<file path="src/rtl/ballplayer_pkg.sv">
// Shared types and helpers for the LED-bar ball game: state encoding, score limit,
// bar length default and the speed-level to step-period mapping.
package ballplayer_pkg;

    typedef enum logic [2:0] {
        IDLE   = 3'd0,
        OUT    = 3'd1,
        BACK   = 3'd2,
        WINDOW = 3'd3,
        MISS   = 3'd4
    } state_t;

    localparam logic [6:0]  SCORE_MAX = 7'd99;
    localparam int unsigned N_LED_DEF = 8;
    localparam int unsigned CNT_W     = 23;

    // Faster speed levels halve the step period.
    function automatic logic [CNT_W-1:0] step_period(input int unsigned base,
                                                     input logic [1:0]  k_eff);
        return CNT_W'(base >> k_eff);
    endfunction

endpackage

</file>
<file path="src/rtl/ball_motion_speed_ticker.sv">
// speed_ticker: step-rate generator for ball_motion. Counts 0..P-1 while enabled and
// flags the last count; a lowered period takes effect immediately.
module speed_ticker
    import ballplayer_pkg::*;
#(
    parameter int unsigned BASE_TICKS = 6_000_000
) (
    input  logic       clk,
    input  logic       rst,
    input  logic       en,
    input  logic       clr,
    input  logic [1:0] k_eff,
    output logic       step
);

    if (BASE_TICKS < 8 || BASE_TICKS >= (1 << CNT_W)) begin : g_bad_base
        $error("speed_ticker: BASE_TICKS out of range");
    end

    logic [CNT_W-1:0] cnt;
    logic [CNT_W-1:0] period;

    assign period = step_period(BASE_TICKS, k_eff);
    // >= rather than == so a count already past a freshly shortened period wraps at once.
    assign step   = en && (cnt >= period - 1'b1);

    always_ff @(posedge clk) begin
        if (rst) begin
            cnt <= '0;
        end else if (clr) begin
            cnt <= '0;
        end else if (en) begin
            cnt <= step ? '0 : cnt + 1'b1;
        end
    end

endmodule

</file>
<file path="src/rtl/ball_motion.sv">
// ball_motion: ball on an LED bar with wall bounce, return window, scoring and miss blink.
// Optional BALL_SPEEDUP_EN: speed level rises by one every 4 points (capped at 3).
module ball_motion
    import ballplayer_pkg::*;
#(
    parameter int unsigned BASE_TICKS = 6_000_000,
    parameter int unsigned N_LED      = N_LED_DEF,
    parameter int unsigned MISS_STEPS = 4
) (
    input  logic             clk,
    input  logic             rst,
    input  logic [1:0]       k,
    input  logic             start,
    input  logic             hit,
    output logic [N_LED-1:0] led,
    output logic [6:0]       score,
    output logic             miss,
    output logic             busy
);

    localparam int unsigned POS_W   = (N_LED > 1) ? $clog2(N_LED) : 1;
    localparam int unsigned MSTEP_W = $clog2(MISS_STEPS) + 1;
    localparam logic [POS_W-1:0]   POS_LAST  = POS_W'(N_LED - 1);
    localparam logic [MSTEP_W-1:0] MSTEP_END = MSTEP_W'(MISS_STEPS - 1);
    localparam logic [N_LED-1:0]   LED_ONE   = N_LED'(1);

    state_t             state;
    logic [POS_W-1:0]   pos;
    logic [MSTEP_W-1:0] msteps;
    logic               blink;
    logic [1:0]         k_eff;
    logic               step;

`ifdef BALL_SPEEDUP_EN
    logic [5:0] k_sum;
    assign k_sum = {4'b0, k} + {1'b0, score[6:2]};
    assign k_eff = (k_sum > 6'd3) ? 2'd3 : k_sum[1:0];
`else
    assign k_eff = k;
`endif

    assign busy = (state != IDLE);

    speed_ticker #(
        .BASE_TICKS(BASE_TICKS)
    ) u_ticker (
        .clk  (clk),
        .rst  (rst),
        .en   (busy),
        .clr  (state == IDLE && start),
        .k_eff(k_eff),
        .step (step)
    );

    always_ff @(posedge clk) begin
        if (rst) begin
            state  <= IDLE;
            pos    <= '0;
            score  <= '0;
            miss   <= 1'b0;
            led    <= '1;
            blink  <= 1'b0;
            msteps <= '0;
        end else begin
            miss <= 1'b0;
            case (state)
                IDLE: begin
                    pos <= '0;
                    if (start) begin
                        state <= OUT;
                        score <= '0;
                    end
                end
                OUT: begin
                    if (step) begin
                        if (pos == POS_LAST) begin
                            state <= BACK;
                            pos   <= pos - 1'b1;
                        end else begin
                            pos <= pos + 1'b1;
                        end
                    end
                end
                BACK: begin
                    if (step) begin
                        pos <= pos - 1'b1;
                        if (pos == POS_W'(1)) state <= WINDOW;
                    end
                end
                WINDOW: begin
                    // A swing landing on the same cycle as the window-closing step still counts.
                    if (hit) begin
                        state <= OUT;
                        if (score < SCORE_MAX) score <= score + 7'd1;
                    end else if (step) begin
                        state  <= MISS;
                        miss   <= 1'b1;
                        blink  <= 1'b1;
                        msteps <= '0;
                    end
                end
                MISS: begin
                    if (step) begin
                        blink <= ~blink;
                        if (msteps == MSTEP_END) state <= IDLE;
                        else msteps <= msteps + 1'b1;
                    end
                end
                default: state <= IDLE;
            endcase

            case (state)
                OUT, BACK, WINDOW: led <= ~(LED_ONE << pos);
                MISS:              led <= blink ? '0 : '1;
                default:           led <= '1;
            endcase
        end
    end

endmodule

</file>
<file path="config.mk">
export PLATFORM = sky130hd
export DESIGN_NAME = ball_motion
export DESIGN_NICKNAME = d
export VERILOG_FILES = /design/src/rtl/ballplayer_pkg.sv /design/src/rtl/ball_motion_speed_ticker.sv /design/src/rtl/ball_motion.sv
export SDC_FILE = /design/constraint.sdc
export NUM_CORES = 1
export LEC_CHECK = 0
export ABC_AREA = 1
export ABC_CLOCK_PERIOD_IN_PS = 4800
export CAP_MARGIN = 10
export CORE_MARGIN = 8
export CORE_UTILIZATION = 28
export CTS_CLUSTER_DIAMETER = 40
export DETAILED_ROUTE_END_ITERATION = 16
export GPL_TIMING_DRIVEN = 0
export PLACE_DENSITY = 0.45
export SLEW_MARGIN = 0
export SYNTH_ARGS = -nofsm -noshare
export SYNTH_HDL_FRONTEND = slang
export SYNTH_HIERARCHICAL = 1
export SYNTH_SLANG_ARGS = --single-unit
</file>
<file path="constraint.sdc">
create_clock -name clk -period 4.8 [get_ports clk]
set_clock_uncertainty 0.15 [all_clocks]
set_input_delay 0.48 -clock clk [delete_from_list [all_inputs] [get_ports clk]]
set_output_delay 0.48 -clock clk [all_outputs]
set_load 0.02 [all_outputs]
</file>
* Yosys cells after proc, flatten, opt, wreduce, memory -nomap -nowiden
Index checks and enable logic that the tools add are counted.
Operators by class: shift-type cells 2, muxes and demuxes 31, add/subtract/negate cells 6, eq/ne operators 20, reduce and logical (&&, ||, !) cells 15, order comparisons 2, divide/modulo/power cells 0, multipliers 0, bitwise gates (word level) 3
Operators with widths (count):
- two-way mux 3 bit | 16
- adder 23 x 1 -> 23 bit (second input constant) | 1
- greater-or-equal comparator 23 bit | 1
- two-way mux 23 bit | 1
- >> shifter 23 x 2 -> 23 bit (first input constant) | 1
- subtractor 23 x 1 -> 23 bit (second input constant) | 1
- two-way mux 7 bit | 3
- inequality test 2 bit (second input constant) | 8
- one-hot mux 8 bit (2 select lines) | 1
- one-hot mux 3 bit (5 select lines) | 1
- one-hot mux 7 bit (2 select lines) | 1
- == test 3 x 2 -> 1 bit (second input constant) | 3
- one-hot mux 3 bit (3 select lines) | 1
- two-way mux 8 bit | 1
- inequality test 2 x 1 -> 1 bit (second input constant) | 4
- NOT 8 bit | 1
- AND reduction 4 bit | 2
- AND reduction 8 bit | 1
- left shift 1 x 3 -> 8 bit (first input constant) | 1
- adder 7 x 1 -> 7 bit (second input constant) | 1
- less-than comparator 7 bit (second input constant) | 1
- adder 3 x 1 -> 3 bit (second input constant) | 2
- == test 3 x 1 -> 1 bit (second input constant) | 2
- == test 3 bit (second input constant) | 2
- other kinds (14) | 22
Storage, ports and cells: bits in registers 49, logic and storage cells 87, bits of input ports 6, output and inout port bits 17, ROM bits 0, memory bits (writable) 0, memories kept 0, bits in latches 0

* Longest topological paths before layout
word-level depth 7, mapped depth 23, depth with buffers taken out 23

* Modules after synthesis
Netlist, hierarchy kept.
Modules (own cells, without submodules):
- speed_ticker | area an instance 1890.6 um^2, instances 1, cells each 267, sequential area each 460.4 um^2
- ball_motion | area an instance 1556.5 um^2, instances 1, cells each 232, sequential area each 520.5 um^2

* Worst setup path after synthesis
OpenSTA, ideal clock, no wires.
kind in2reg, start point input k[0], end point register state[0], stages 21, library setup time 0.113 ns, data arrival time 2.730 ns, path slack 1.807 ns, required time 4.537 ns, buffers on the path 0, cell sequence inv_1 ha_1 inv_1 ha_1 xor2_1 ha_1 nand2_1 nor2_1 nand2_1 nor3_2 nor2_1 nand2_1 nand2_2 inv_1 inv_1 nand3_1 nand2_1 nor2_1 nand2_1 nor2_1 nor2_1
Between the ends: word-level cells in the longest chain between the ends 6, elaborated cells between the ends (all ways) 9, those cells by class add/sub: 1; order compare: 1; eq/ne: 4; shift: 1; reduce/logical: 2
RTL lines:
- start: declaration | line ball_motion.sv:12 | input logic [1:0] k,
- >> shifter 23 x 2 -> 23 bit (*) | line ballplayer_pkg.sv:20 | return CNT_W'(base >> k_eff);
- subtractor 23 x 1 -> 23 bit (*) | line ball_motion_speed_ticker.sv:25 | assign step = en && (cnt >= period - 1'b1);
- greater-or-equal comparator 23 bit (*) | line ball_motion_speed_ticker.sv:25
- logical AND 1 bit (*) | line ball_motion_speed_ticker.sv:25
- net step | line ball_motion.sv:32 | logic step;
- inequality test 3 x 2 -> 1 bit (no line) / inequality test 2 x 1 -> 1 bit (equally long branches)
- AND reduction 8 bit (no line) (*)
- end signal: assignment | line ball_motion.sv:57 | state <= IDLE;
- end signal: assignment | line ball_motion.sv:70 | state <= OUT;
- end signal: assignment | line ball_motion.sv:77 | state <= BACK;
- end: declaration | line ball_motion.sv:27 | state_t state;
The timed path passes the listed nets; every way through them passes the cells marked *. A chain may end at the register's enable or synchronous reset.

* Worst setup path after layout
Same ends and word-level chain as after synthesis.

==> impl_metrics.json <==
{
  "status": "completed",
  "clockBufferDepth": 2,
  "postSynthCellCount": 499,
  "netlist_area_um2": 3450,
  "ff2ff_path_depth": 19,
  "worst_ep_required_time_ps": 4880,
  "cts_resized": 0,
  "grt_pass1_vias": 2833,
  "clk_latency_ps": 290,
  "power_density_nw_per_um2": 405,
  "period_share_pct": 78.4,
  "initial_core_util_pct": 28.7,
  "fin_ws_ps": 1040,
  "dpl.cell_count": 668,
  "reg2reg_setup_slack_ps": 2200,
  "post-route-util_pct": 33.5,
  "area_growth_pct": 16.8,
  "drive_above_1_share_pct": 10.2,
  "clk_pin_slew_ps": 70,
  "rr_endpoint": "state[0]$_SDFFE_PP0P_",
  "p_leak_nw": 1.79,
  "hp-class": "reg -> reg",
  "vias_per_cell": 4.40,
  "num_rows": 40,
  "first_pass_iters": 4,
  "cts_sinks": 49,
  "maxCapViolations": 0,
  "ys_types": 33,
  "criticalPathCategory": "in -> reg",
  "fill_cells": 1284,
  "period_minus_slack_ps": 3760,
  "worst_setup_path_end_kind": "register",
  "gp_congestion": 0.803,
  "grt_max_degree": 16,
  "grt_pass1_wl_um": 13300,
  "hold_violations": 0,
  "rsz0062_at_grt": "no",
  "placed_area_um2": 3850,
  "postCtsSetupBuffers": 0,
  "start_kind": "input port",
  "setup_violations": 0,
  "tightest_slew_ps": 489,
  "syn-num-nets": 545,
  "n_antenna_cell": 0,
  "dieArea_um2": 16100,
  "cts_hold_buf": 0,
  "die_width_um": 127,
  "ioPinCount": 23,
  "fin_hold_ws_ps": 316,
  "synth_area_per_cell_um2": 6.91,
  "slew_violations": 0,
  "critical_path_arrival_ps": 3840,
  "core_area_um2": 12000,
  "seqCellArea_um2": 981,
  "cts-root-buf": "clkbuf_16",
  "crit_end": "state[0]$_SDFFE_PP0P_",
  "htree_levels": 2,
  "via_count": 2975,
  "fmax_ghz": 0.266,
  "drc": 0,
  "tritoncts": "built",
  "ys_seq_area_share_pct": 28.5,
  "overflow": 0,
  "relSlewSlack_pct": 67.4,
  "synth-seq-cells": 49,
  "track_usage_pct": 10.0,
  "cts_inserted_buffers": 5,
  "cp_max_fo": 5,
  "final_cell_area_um2": 4030,
  "startpoint": "k[0]",
  "final_cells": 676,
  "die_h_um": 127,
  "antenna_found_initial": 0,
  "io_buffers": 22,
  "peakVddDrop_mv": 0.245,
  "power.total_mw": 1.63,
  "final_net_count": 574,
  "routed_wl_um": 7590,
  "tns_ps": 0,
  "dp_hpwl_um": 6130,
  "detail_route.iter0.violations": 95,
  "reg2reg_from": "u_ticker/cnt[14]$_SDFFE_PP0P_",
  "multi_input_area_um2": 2160,
  "ys_warn_count": 6,
  "wire_per_inst_um": 11.2,
  "post-place-ws_ps": 710,
  "ant_nets": 0
}
## cell usage in the layout, fill, tap and decap left out, types with 2 or more instances in the layout
cell type / count
a21oi_1: 19
buf_6: 4
clkbuf_16: 5
clkdlybuf4s50_1: 22
dfxtp_1: 49
ha_1: 40
inv_1: 64
inv_2: 3
nand2_1: 128
nand2_2: 4
nand2_4: 4
nand3_1: 31
nand3_2: 3
nand3b_1: 3
nand4_1: 8
nor2_1: 67
nor2_2: 16
nor2_4: 4
nor3_1: 8
o21a_1: 2
o21ai_0: 10
o21ai_1: 3
o22ai_1: 3
or2_2: 2
xnor2_1: 4
xor2_1: 11
## per-layer routing
| metal | vias to the layer above | wire (um) | GRT usage [%] |
|---|---|---|---|
| met1 | 1304 | 3640 | 12.1 |
| met2 | 26 | 3640 | 17.5 |
| li1 | 1639 | - | - |
| met5 | - | 0 | 0 |
| met3 | 6 | 205 | 1.89 |
| met4 | 0 | 99 | 3.36 |
## how the worst min path moves through the flow
stage	depth (start not counted)	endpoint	start	slack [ps]
2_1_floorplan	1	blink$_SDFFE_PP0P_	blink$_SDFFE_PP0P_	290
3_3_place_gp	1	blink$_SDFFE_PP0P_	blink$_SDFFE_PP0P_	300
3_5_place_dp	1	blink$_SDFFE_PP0P_	blink$_SDFFE_PP0P_	310
4_1_cts	1	blink$_SDFFE_PP0P_	blink$_SDFFE_PP0P_	320
5_1_grt	1	blink$_SDFFE_PP0P_	blink$_SDFFE_PP0P_	330
6_report	1	blink$_SDFFE_PP0P_	blink$_SDFFE_PP0P_	320
## sequential cells by signal (all words and copies together), names as in the netlist
name and cells:
state 3, blink 1, score 7, msteps 3, pos 3, u_ticker/cnt 23, led 8, miss 1
## cell usage after synthesis, drive strengths merged
| cell type | count | share of area, % |
|---|---|---|
| o22ai | 3 | 0.54 |
| dfxtp | 49 | 28 |
| inv | 67 | 7.3 |
| o21ai | 13 | 1.9 |
| clkbuf | 1 | 0.11 |
| clkinv | 1 | 0.11 |
| nand4 | 9 | 1.8 |
| xnor2 | 4 | 1.0 |
| nor2 | 87 | 12 |
| nand3 | 34 | 5.4 |
| nand3b | 3 | 0.65 |
| a21oi | 21 | 3.5 |
| mux2i | 1 | 0.29 |
| or2 | 2 | 0.36 |
| ha | 40 | 15 |
| nor3 | 10 | 1.9 |
| xor2 | 11 | 2.8 |
| nand2 | 136 | 16 |
| o21a | 2 | 0.44 |
| buf | 5 | 1.5 |
## power breakdown
part	total (mW)	switching, mW	internal [mW]	leakage, nW
clock network	0.413	0.153	0.260	0.0831
registers	0.504	0.0387	0.466	0.398
logic	0.712	0.443	0.269	1.31
## worst max-delay path: stages
cell	delay, ps
clkdlybuf4s50_1	520
inv_1	180
ha_1	300
inv_1	90
ha_1	210
xor2_1	170
ha_1	300
nand2_1	50
nor2_1	130
nand2_1	110
nor3_2	160
nor2_1	50
nand2_1	110
nand2_2	110
inv_1	160
nand2_1	70
nand3_1	110
nand2_1	60
nor2_1	180
nand2_1	100
nand2_1	70
nand2_1	40
nor2_1	80
## area by class of cell
type	count	share of cell area (%)
timing repair buffer	22	5.47
multi-input combinational	376	53.6
clock inverter	2	0.932
buffer	6	1.34
sequential	49	24.4
clock buffer	6	3.45
inverter	68	6.34
tap	147	4.57
## cell families after synthesis
group	synth area share (%)
compound gates	6.35
xor+xnor	3.81
mux	0.290
flops	28.5
fa+ha+maj	14.5
simple gates	37.6
buf+inv	8.97
Power figures use the tool's default switching activity.
